--- src/rtl/hazard_pkg.sv ---
// Shared encodings and helpers for the pipeline hazard controller.
package hazard_pkg;

    localparam int TNEW_W = 2;

    typedef enum logic [1:0] {
        FWD_GRF = 2'd0,
        FWD_E   = 2'd1,
        FWD_M   = 2'd2,
        FWD_W   = 2'd3
    } fwd_sel_e;

    localparam logic [TNEW_W-1:0] TUSE_NONE = 2'd3;

    // Tnew counts down one per stage but never wraps below zero.
    function automatic logic [TNEW_W-1:0] tnew_dec(input logic [TNEW_W-1:0] t);
        return (t == '0) ? '0 : t - 1'b1;
    endfunction

endpackage

--- src/rtl/md_busy_counter.sv ---
// Busy timer for the multi-cycle mult/div unit; loads when the op sits in E, then counts down.
module md_busy_counter #(
    parameter int MULT_CYCLES = 5,
    parameter int DIV_CYCLES  = 10
) (
    input  logic clk,
    input  logic rst,
    input  logic start,
    input  logic is_div,
    output logic busy
);

    localparam int MAX_CYCLES = (MULT_CYCLES > DIV_CYCLES) ? MULT_CYCLES : DIV_CYCLES;
    localparam int CNT_W      = $clog2(MAX_CYCLES + 1);

    logic [CNT_W-1:0] cnt_q;

    // A second op is held in D while busy, so start never overlaps a non-zero count.
    always_ff @(posedge clk) begin
        if (rst) begin
            cnt_q <= '0;
        end else if (start) begin
            cnt_q <= is_div ? CNT_W'(DIV_CYCLES) : CNT_W'(MULT_CYCLES);
        end else if (cnt_q != '0) begin
            cnt_q <= cnt_q - 1'b1;
        end
    end

    assign busy = start | (cnt_q != '0);

endmodule

--- src/rtl/hazard_stall_ctrl.sv ---
// Stall, bubble and forwarding control for the F/D/E/M/W pipeline, tracking dst/Tnew per stage.
module hazard_stall_ctrl
    import hazard_pkg::*;
#(
    parameter int MULT_CYCLES = 5,
    parameter int DIV_CYCLES  = 10
) (
    input  logic              clk,
    input  logic              rst,
    input  logic [4:0]        D_rs,
    input  logic [4:0]        D_rt,
    input  logic [TNEW_W-1:0] D_tuse_rs,
    input  logic [TNEW_W-1:0] D_tuse_rt,
    input  logic [4:0]        D_dst,
    input  logic [TNEW_W-1:0] D_tnew,
    input  logic              D_md_start,
    input  logic              D_md_div,
    input  logic              D_uses_md,
    output logic              stall,
    output logic [1:0]        D_fwd_rs,
    output logic [1:0]        D_fwd_rt,
    output logic [1:0]        E_fwd_rs,
    output logic [1:0]        E_fwd_rt,
    output logic              M_fwd_rt,
    output logic              md_busy
);

    logic [4:0]        E_dst_q, E_rs_q, E_rt_q;
    logic [TNEW_W-1:0] E_tnew_q;
    logic              E_md_q, E_div_q;
    logic [4:0]        M_dst_q, M_rt_q;
    logic [TNEW_W-1:0] M_tnew_q;
    logic [4:0]        W_dst_q;

    logic     stall_rs, stall_rt, stall_md, stall_c;
    logic     md_busy_w;
    fwd_sel_e d_fwd_rs_c, d_fwd_rt_c, e_fwd_rs_c, e_fwd_rt_c;

    function automatic logic reg_hazard(input logic [4:0] r, input logic [TNEW_W-1:0] tuse,
                                        input logic [4:0] e_dst, input logic [TNEW_W-1:0] e_tnew,
                                        input logic [4:0] m_dst, input logic [TNEW_W-1:0] m_tnew);
        return (r != 5'd0) && (((r == e_dst) && (e_tnew > tuse)) ||
                               ((r == m_dst) && (m_tnew > tuse)));
    endfunction

    function automatic fwd_sel_e d_sel(input logic [4:0] r,
                                       input logic [4:0] e_dst, input logic [TNEW_W-1:0] e_tnew,
                                       input logic [4:0] m_dst, input logic [TNEW_W-1:0] m_tnew,
                                       input logic [4:0] w_dst);
        if (r == 5'd0)                         return FWD_GRF;
        if ((r == e_dst) && (e_tnew == '0))    return FWD_E;
        if ((r == m_dst) && (m_tnew == '0))    return FWD_M;
        if (r == w_dst)                        return FWD_W;
        return FWD_GRF;
    endfunction

    function automatic fwd_sel_e e_sel(input logic [4:0] r,
                                       input logic [4:0] m_dst, input logic [TNEW_W-1:0] m_tnew,
                                       input logic [4:0] w_dst);
        if (r == 5'd0)                         return FWD_GRF;
        if ((r == m_dst) && (m_tnew == '0))    return FWD_M;
        if (r == w_dst)                        return FWD_W;
        return FWD_GRF;
    endfunction

    md_busy_counter #(
        .MULT_CYCLES (MULT_CYCLES),
        .DIV_CYCLES  (DIV_CYCLES)
    ) u_md_busy (
        .clk    (clk),
        .rst    (rst),
        .start  (E_md_q),
        .is_div (E_div_q),
        .busy   (md_busy_w)
    );

    always_comb begin
        stall_rs = reg_hazard(D_rs, D_tuse_rs, E_dst_q, E_tnew_q, M_dst_q, M_tnew_q);
        stall_rt = reg_hazard(D_rt, D_tuse_rt, E_dst_q, E_tnew_q, M_dst_q, M_tnew_q);
        stall_md = D_uses_md & md_busy_w;
        stall_c  = stall_rs | stall_rt | stall_md;
    end

    always_comb begin
        d_fwd_rs_c = d_sel(D_rs, E_dst_q, E_tnew_q, M_dst_q, M_tnew_q, W_dst_q);
        d_fwd_rt_c = d_sel(D_rt, E_dst_q, E_tnew_q, M_dst_q, M_tnew_q, W_dst_q);
        e_fwd_rs_c = e_sel(E_rs_q, M_dst_q, M_tnew_q, W_dst_q);
        e_fwd_rt_c = e_sel(E_rt_q, M_dst_q, M_tnew_q, W_dst_q);
    end

    // On stall the D/E register takes a bubble while M and W keep draining.
    always_ff @(posedge clk) begin
        if (rst) begin
            E_dst_q  <= '0;
            E_rs_q   <= '0;
            E_rt_q   <= '0;
            E_tnew_q <= '0;
            E_md_q   <= 1'b0;
            E_div_q  <= 1'b0;
            M_dst_q  <= '0;
            M_rt_q   <= '0;
            M_tnew_q <= '0;
            W_dst_q  <= '0;
        end else begin
            if (stall_c) begin
                E_dst_q  <= '0;
                E_rs_q   <= '0;
                E_rt_q   <= '0;
                E_tnew_q <= '0;
                E_md_q   <= 1'b0;
                E_div_q  <= 1'b0;
            end else begin
                E_dst_q  <= D_dst;
                E_rs_q   <= D_rs;
                E_rt_q   <= D_rt;
                E_tnew_q <= D_tnew;
                E_md_q   <= D_md_start;
                E_div_q  <= D_md_start & D_md_div;
            end
            M_dst_q  <= E_dst_q;
            M_rt_q   <= E_rt_q;
            M_tnew_q <= tnew_dec(E_tnew_q);
            W_dst_q  <= M_dst_q;
        end
    end

    assign stall    = stall_c;
    assign D_fwd_rs = d_fwd_rs_c;
    assign D_fwd_rt = d_fwd_rt_c;
    assign E_fwd_rs = e_fwd_rs_c;
    assign E_fwd_rt = e_fwd_rt_c;
    assign M_fwd_rt = (M_rt_q != 5'd0) && (M_rt_q == W_dst_q);
    assign md_busy  = md_busy_w;

endmodule

--- config.mk ---
export PLATFORM = sky130hd
export DESIGN_NAME = hazard_stall_ctrl
export DESIGN_NICKNAME = d
export VERILOG_FILES = /design/src/rtl/hazard_pkg.sv /design/src/rtl/md_busy_counter.sv /design/src/rtl/hazard_stall_ctrl.sv
export SDC_FILE = /design/constraint.sdc
export NUM_CORES = 1
export LEC_CHECK = 0
export ABC_AREA = 1
export CORE_AREA = 5 5 92 60
export DETAILED_ROUTE_END_ITERATION = 8
export DIE_AREA = 0 0 97 65
export GPL_TIMING_DRIVEN = 0
export MAX_ROUTING_LAYER = met4
export PLACE_DENSITY = 0.88
export SLEW_MARGIN = 30
export SYNTH_ARGS = -nofsm -noshare
export SYNTH_HDL_FRONTEND = slang
export SYNTH_SLANG_ARGS = --single-unit
export TNS_END_PERCENT = 1
--- constraint.sdc ---
create_clock -name clk -period 1.8 [get_ports clk]
set_input_delay 0.45 -clock clk [delete_from_list [all_inputs] [get_ports clk]]
set_output_delay 0.45 -clock clk [all_outputs]
set_load 0.05 [all_outputs]
# Word level (Yosys, flattened, before mapping)
# Index checks and enable logic that the tools add are counted.
# classes
n_addsub	2
n_lt_le_gt_ge	4
n_eq_ne	11
muxes	63
n_bitwise	5
n_reduce_logical	28
# op_table
op	n
$mux W2	28
$eq A5 B5 Y1	11
$mux W1	32
$logic_not A5 Y1	4
$reduce_bool A5 Y1	3
$logic_and A1 B1 Y1	13
$mux W4	3
$gt A2 B2 Y1	4
$logic_not A2 Y1	2
$reduce_bool A4 Y1	1
$reduce_or A2 Y1	2
$sub A4 B1 Y4 const B	1
$or A1 B1 Y1	3
$and A1 B1 Y1	2
$logic_or A1 B1 Y1	2
$reduce_bool A2 Y1	1
$sub A2 B1 Y2 const B	1
# totals
register_bits	40
input_bits	26
elab_cells	124

# Depth between registers and ports, before layout
# Gate-level depths: netlist (run 1).
# depth
word_depth	13
mapped_depth	11
depth_no_buf	10

# By module
# From an unflattened synthesis (run 1), not the netlist that was laid out.
# hier_totals
hier_cells	342
area_unflattened_um2	2371.0
# modules_own_cells
mod	instances	cells_per_inst	area_per_inst_um2
hazard_stall_ctrl	1	302	2097.0
md_busy_counter	1	40	274.0

# Worst setup path before layout (run 1)
# Ideal clock, no wire load.
# synth_timing
path_type	register to output
from	register W_dst_q[4]
to	output M_fwd_rt
arrival_time_ns	2.219
t_required_ns	1.350
setup_slack_ns	-0.869
path_stages_with_launch	6
n_path_buf	1
path_cell_list	dfxtp_1 -> clkbuf_1 -> inv_1 -> nand4_1 -> a21oi_1 -> nor4_1
# synth_via
elab_chain_len	2
# synth_lines
item	line_no	source
start: declaration	hazard_stall_ctrl.sv:33	logic [4:0] W_dst_q;
start signal: assignment	hazard_stall_ctrl.sv:123	W_dst_q <= M_dst_q;
$eq A5 B5 Y1	hazard_stall_ctrl.sv:132	assign M_fwd_rt = (M_rt_q != 5'd0) && (M_rt_q == W_dst_q);
$logic_and A1 B1 Y1	hazard_stall_ctrl.sv:132	
end: declaration	hazard_stall_ctrl.sv:24	output logic M_fwd_rt,
# No other way between the ends.

# Worst setup path in the final report (run 1)
# layout_timing
from	register W_dst_q[2]
to	output D_fwd_rt[0]
# layout_via
elab_chain_len	9
word_cells_on_any_way	10
classes_between	eq/ne (1); mux (9)
# layout_lines
item	line_no	source
$eq A5 B5 Y1 *	hazard_stall_ctrl.sv:53	if (r == w_dst) return FWD_W;
$mux W1 (2 in series)	hazard_stall_ctrl.sv:53	
$mux W1	hazard_stall_ctrl.sv:52	if ((r == m_dst) && (m_tnew == '0)) return FWD_M;
$mux W1	hazard_stall_ctrl.sv:51	if ((r == e_dst) && (e_tnew == '0)) return FWD_E;
$mux W2 *	hazard_stall_ctrl.sv:54	return FWD_GRF;
$mux W2 *	hazard_stall_ctrl.sv:53	
$mux W2 *	hazard_stall_ctrl.sv:52	
$mux W2 *	hazard_stall_ctrl.sv:51	
end: declaration	hazard_stall_ctrl.sv:21	output logic [1:0] D_fwd_rt,
# Mark *: on every way between the ends. The rest lies on a longest branch, timed or not. The select of a mux whose other input is x is not followed.

==> metrics.csv, run 1 <==
stage,metric,value,unit
finish,final_nets,427,
route,num_vias,2453,
synthesis,syn_area,2370,um2
pwr,power.total,3.25,mW
global_routing,grt_pass1_wl,11100,um
sta,fin_crit,2140,ps
sta,rsz0062_at_grt,yes,
placed_design,dp_cells,447,
outcome,violations,setup timing,
global_routing,grt_use_met3,0.0753,
clocking,numCtsBuffers,5,
sta,maxSlewHeadroom,0.586,
global_routing,top_usage_layer,met2,
finish,utilization,0.679,
placed_design,place_ws,-1380,ps
synthesis,syn_nets,383,
finish,final_common_cell,nand2_1,
setup_path,cp-end-kind,output port,
global_routing,use_met1,0.273,
pwr,irDropWorstVdd,783,uV
route,drt_first_pass_iters,5,
finish,drive_above_1_share,0.292,
finish,diodes,0,
clocking,cts_sinks,40,
flow_run,drv_cap,0,
route,routedWlPerCell,14.8,um
floorplan,ioPinCount,37,
floorplan,start_util,0.502,
hold_path,worstHoldPathType,in2reg,
pwr,power_density,1010,nW/um2
route,postRouteAntennaNets,0,
sta,slew_viol_final,0,
finish,synthToLayoutAreaGrowth,35.4,%
sta,fmax,0.468,GHz
route,drc,0,
global_routing,grt_max_degree,13,
sta,setup_ws,-338,ps
sta,finalCritPeriodShare,1.19,
clocking,insertion_delay,300,ps
sta,setup_viol,13,
setup_path,cp_max_fo,4,
sta,worst_slew_pin_slew,622,ps
sta,fin_hold_ws,494,ps
setup_path,path_class,reg2out,
synthesis,ys_warn_count,0,
global_routing,grt_util_all_layers,0.226,
sta,finClkSkew,8.94,ps
floorplan,fp.dieW,97,um
synthesis,synth-seq-cells,40,
global_routing,gr-usage-met2,0.357,
synthesis,synth.distinct_cells,30,
synthesis,seq_area_frac_synth,0.338,
clocking,cts_tree,done,
setup_path,start_kind,flip-flop,
placed_design,gp_congestion,0.964,
clocking,clockBufferDepth,2,
placed_design,placed_cell_area,2850,um2
finish,layout_common_cells,"nand2_1, inv_1, nor2_1, dfxtp_1",
clocking,clk_root_buffer_cell,clkbuf_8,
global_routing,overflow,0,
synthesis,avgSynthCellArea,6.86,um2
finish,final_cells,457,
sta,final-hold-violation-count,0,
route,drt_iter0_drc,232,
sta,tns,-2780,ps
finish,final_cell_area,3210,um2
clocking,htreeDepth,2,
clocking,clkTransAtPathRegs,80,ps
setup_path,cp.required,1350,ps
global_routing,grt_pass1_vias,2430,
floorplan,fp.coreArea,4730,um2
placed_design,hpwl,4810,um
route,routed_via_density,5.37,
global_routing,antenna_found_initial,0,
placed_design,place.port_buffers,35,
route,wirelength,6770,um
floorplan,die_h,65,um
outcome,outcome,finished with violations,
synthesis,synthCells,346,
floorplan,rows,20,
setup_path,arrival,1690,ps
floorplan,die-area,6310,um2
pwr,leakage,1.47,nW
[per-layer routing]
layer | vias to the layer above | share of wire
met5 | - | 0
met4 | 0 | 0.019
met3 | 18 | 0.11
met2 | 137 | 0.45
met1 | 1121 | 0.41
li1 | 1177 | -
[critical path, stage by stage, from the launching register on]
cell and delay (ps):
dfxtp_2 330, buf_6 120, buf_12 120, nand2_1 60, o2111ai_1 140, nor3_2 180, o21ai_1 120, a21oi_2 150
buf_6 170
[cells by family after synthesis]
logic type,count (synthesis),synth area share
AND/OR/NAND/NOR,158,0.297
buffers and inverters,75,0.125
flip-flops,40,0.338
adder cells (fa/ha/maj),11,0.0580
AO/OA/AOI/OAI,40,0.101
XOR/XNOR,22,0.0812
[repair_timing]
action                                  in CTS  in global routing
buffers inserted                             5                  2
pin swaps                                   30                 11
endpoints found under the setup margin      30                 21
gates resized for setup                    161                 33
hold buffers                                 0                  0
[path summary, 6_finish.rpt]
check | startpoint | end | slack, ps | cells after the start
worst max-delay path | W_dst_q[2] | D_fwd_rt[0] | -340 | 8
worst min-delay path | D_rs[1] | E_rs_q[1] | 490 | 3
worst max register to register | E_tnew_q[0] | E_rt_q[4] | -20 | 11
worst min register to register | u_md_busy.cnt_q[1] | u_md_busy.cnt_q[1] | 500 | 2
[synth_stat cells]
cell type	instances	area (um2)
nand2_1	70	263
inv_1	63	236
nor2_1	44	165
dfxtp_1	40	801
a21oi_1	16	80.1
nand4_1	12	75.1
xnor2_1	12	105
ha_1	11	138
o21ai_0	10	50.1
xor2_1	10	87.6
nor2_2	9	56.3
nor3_1	8	40.0
nand3_1	7	35.0
clkbuf_1	4	15.0
o2111ai_1	4	35.0
o22ai_1	4	25.0
buf_2	3	15.0
inv_2	3	11.3
a21boi_0	2	15.0
a221oi_1	2	17.5
nand2_2	2	12.5
nor4_1	2	12.5
a21oi_2	1	8.76
buf_4	1	7.51
buf_6	1	11.3
nand4_4	1	21.3
nor2_4	1	11.3
nor3b_1	1	7.51
o211ai_1	1	7.51
or2_2	1	6.26
[final cells by class]
cell class	count	area, um2
buffer	4	38.8
clock buffer	6	82.6
clock inverter	2	10.0
fill	361	1520
inverter	66	253
multi-input combinational	231	1470
sequential	40	842
tap	66	82.6
timing repair buffer	42	437
[flip-flops by register name, indices dropped and copies added (netlist names)]
| signal | count |
|---|---|
| E_tnew_q | 2 |
| E_rs_q | 5 |
| M_dst_q | 5 |
| M_rt_q | 5 |
| u_md_busy.cnt_q | 4 |
| W_dst_q | 5 |
| M_tnew_q | 2 |
| E_md_q | 1 |
| E_dst_q | 5 |
| E_div_q | 1 |
| E_rt_q | 5 |
[where the power goes]
part           internal, mW  total [mW]  switching (mW)
logic                 0.578        1.46           0.887
registers              1.02        1.16           0.141
clock network         0.306       0.626           0.320
total                  1.90        3.25            1.35
Power figures use the tool's default switching activity.
==> inputs of run 2 (changes only) <==
Settings changed: CTS_CLUSTER_DIAMETER from default to 60, SLEW_MARGIN 30 to 40.
==> results of run 2 <==
Final layout, timing and power as in run 1 (identical DEF).
==> inputs of run 3 (changes only) <==
Settings changed: ABC_CLOCK_PERIOD_IN_PS from default to 1800, CORE_AREA 5 5 92 60 to 5 5 91 59, DIE_AREA 0 0 97 65 to 0 0 96 64, DONT_BUFFER_PORTS from default to 1, PLACE_DENSITY 0.88 to 0.79.
==> run 3 against run 2 <==
The run still ends with setup timing left; critical path depth decreased by 3; sequential share of layout area increased by 2.9 points; design area decreased by 13%; global-route usage decreased by 0.33 points; clock power increased by 18%; register-to-register slack got worse by 510 ps; hold slack got worse by 240 ps; combinational power decreased by 6%; count of clock-buffer cells in the layout decreased by 1; critical path type unchanged; highest routed layer unchanged.
==> metrics.csv, run 3 (synthesis results as in run 1) <==
stage,metric,value,unit,change
clocking,cts_sinks,40,,unchanged
global_routing,overflow,0,,unchanged
global_routing,grt_util_all_layers,0.223,,-0.00329
sta,worst_slew_pin_slew,836,ps,+214 ps
pwr,power_switching,1.33,mW,-1.3%
floorplan,rows,19,,-5.0%
sta,maxSlewHeadroom,0.441,,-0.145
setup_path,cp-end-kind,output port,,
finish,synthToLayoutAreaGrowth,17.4,%,
setup_path,cp_top_family,simple AND/OR/NAND/NOR gates,,
pwr,leakage,1.33,nW,-10%
clocking,clockBufferDepth,2,,unchanged
sta,slew_viol_final,0,,unchanged
outcome,outcome,finished with violations,,
setup_path,critPathBufInv,1,,-2
pwr,power_density,1160,nW/um2,+15%
finish,drive_above_1_share,0.183,,-0.108
clocking,cts_tree,done,,
route,wirelength,6240,um,-7.8%
route,num_vias,2245,,-8.5%
pwr,irDropWorstVdd,965,uV,+23%
sta,setup_viol,32,,+19
setup_path,crit_chain,inv_2 -> ha_4 -> nand4_1 -> nand2_2 -> nand3_4,,
placed_design,place_ws,-554,ps,+821 ps
floorplan,fp.dieW,96,um,-1.0%
clocking,clkTransAtPathRegs,80,ps,about the same
global_routing,grt_max_degree,14,,+1
clocking,cts_hold_buf,0,,unchanged
sta,fin_crit,2470,ps,+337 ps
global_routing,grt_pass1_wl,10100,um,-8.9%
outcome,violations,setup timing,,
setup_path,cp_slowest_cell,nand4_1,,
flow_run,drv_cap,0,,unchanged
route,routedWlPerCell,14.7,um,-0.41%
pwr,seqPwrFrac,0.349,,-0.007
route,drt_iter0_drc,265,,+14%
finish,fillers,407,,+13%
sta,setup_ws,-674,ps,-337 ps
route,drc,0,,unchanged
placed_design,gp_congestion,0.945,,-1.9%
finish,final_cell_area,2780,um2,-13%
clocking,clk_root_buffer_cell,clkbuf_8,,
floorplan,die_h,64,um,-1.5%
finish,ff_latch_area,811,um2,-3.7%
pwr,p_sw_frac,0.412,,-0.00338
route,routed_via_density,5.31,,-1.1%
placed_design,place.port_buffers,0,,-100%
setup_path,path_class,reg2out,,
clocking,insertion_delay,300,ps,about the same
route,postRouteAntennaNets,0,,unchanged
placed_design,placed_cell_area,2510,um2,-12%
finish,final_common_cell,nand2_1,,
placed_design,hpwl,4680,um,-2.8%
floorplan,start_util,0.537,,+0.0349
floorplan,ioPinCount,37,,unchanged
clocking,htreeDepth,2,,unchanged
pwr,internal_power,1.90,mW,+0.13%
sta,final-hold-violation-count,0,,unchanged
floorplan,die-area,6140,um2,-2.6%
setup_path,slowest_delay,630,ps,+300 ps
sta,finClkSkew,5.11,ps,-3.84 ps
finish,layout_common_cells,"nand2_1, inv_1, nor2_1, dfxtp_1, a21oi_1",,
finish,final_nets,396,,-7.3%
finish,utilization,0.630,,-0.0498
sta,rsz0062_at_grt,yes,,
setup_path,arrival,2020,ps,+330 ps
global_routing,grt_pass1_vias,2105,,-13%
setup_path,cp.required,1350,ps,about the same
floorplan,fp.coreArea,4420,um2,-6.5%
finish,multiInputGateArea,1420,um2,-3.6%
pwr,clkPwrFrac,0.229,,+0.036
clocking,numCtsBuffers,5,,unchanged
global_routing,antenna_found_initial,0,,unchanged
route,drt_first_pass_iters,5,,unchanged
sta,fmax,0.404,GHz,-14%
sta,tns,-12680,ps,-9900 ps
hold_path,worstHoldPathType,in2reg,,
setup_path,cp_max_fo,5,,+1
sta,finalCritPeriodShare,1.37,,+0.187
setup_path,start_kind,flip-flop,,
finish,diodes,0,,unchanged
pwr,power_frac_comb,0.422,,-0.029
-- run 3: changes by cell type in the layout (fill, tap and decap cells not counted), moves of 7 or more --
cell	delta
inv_2	-7
clkdlybuf4s50_1	-10
clkdlybuf4s15_2	-7
buf_6	-10
dfxtp_1	+9
inv_1	+8
dfxtp_4	-8
-- run 3: power groups by stage --
stage | clock network (mW) | registers [mW] | logic, mW
floorplan | 0 | 1.10 | 0.979
global placement | 0 | 1.13 | 1.11
detailed placement | 0 | 1.14 | 1.15
CTS | 0.739 | 1.12 | 1.29
global route | 0.779 | 1.15 | 1.49
finish | 0.740 | 1.13 | 1.37
-- run 3: path summary, 6_finish.rpt --
path	startpoint	end	slack, ps	depth (start not counted)
setup reg to reg	u_md_busy.cnt_q[0]	E_dst_q[0]	-530	9
hold / removal	D_tnew[0]	E_tnew_q[0]	250	2
setup / recovery	u_md_busy.cnt_q[0]	stall	-670	5
hold reg to reg	E_tnew_q[0]	M_tnew_q[0]	440	1
-- run 3: cell type report --
cell class / count / area share
well taps: 63 / 0.0283
flip-flops and latches: 40 / 0.291
inverters: 66 / 0.0899
multi-input cells: 231 / 0.508
clock buffers: 5 / 0.0247
repair buffers: 7 / 0.0189
plain buffers: 8 / 0.0234
clock inverters: 3 / 0.0153
-- run 3: metrics by stage --
| step | power (mW) | std cells | hold WS (ps) |
|---|---|---|---|
| after floorplan | 2.08 | 346 | 397 |
| after global placement | 2.25 | 409 | 423 |
| after detailed placement | 2.29 | 409 | 425 |
| after CTS | 3.16 | 421 | 250 |
| after global routing | 3.42 | 423 | 242 |
| final | 3.23 | 423 | 253 |
-- run 3: what timing repair did --
action	CTS	global route
gates cloned	0	0
pin swaps	8	5
setup endpoints to repair	34	34
setup buffers	5	2
gates resized for setup	30	6
-- run 3: routing by layer --
metal | wire length, um | track usage
met1 | 2870 | 0.323
met2 | 2670 | 0.310
met3 | 632 | 0.0563
met4 | 72 | 0.0443
met5 | 0 | -
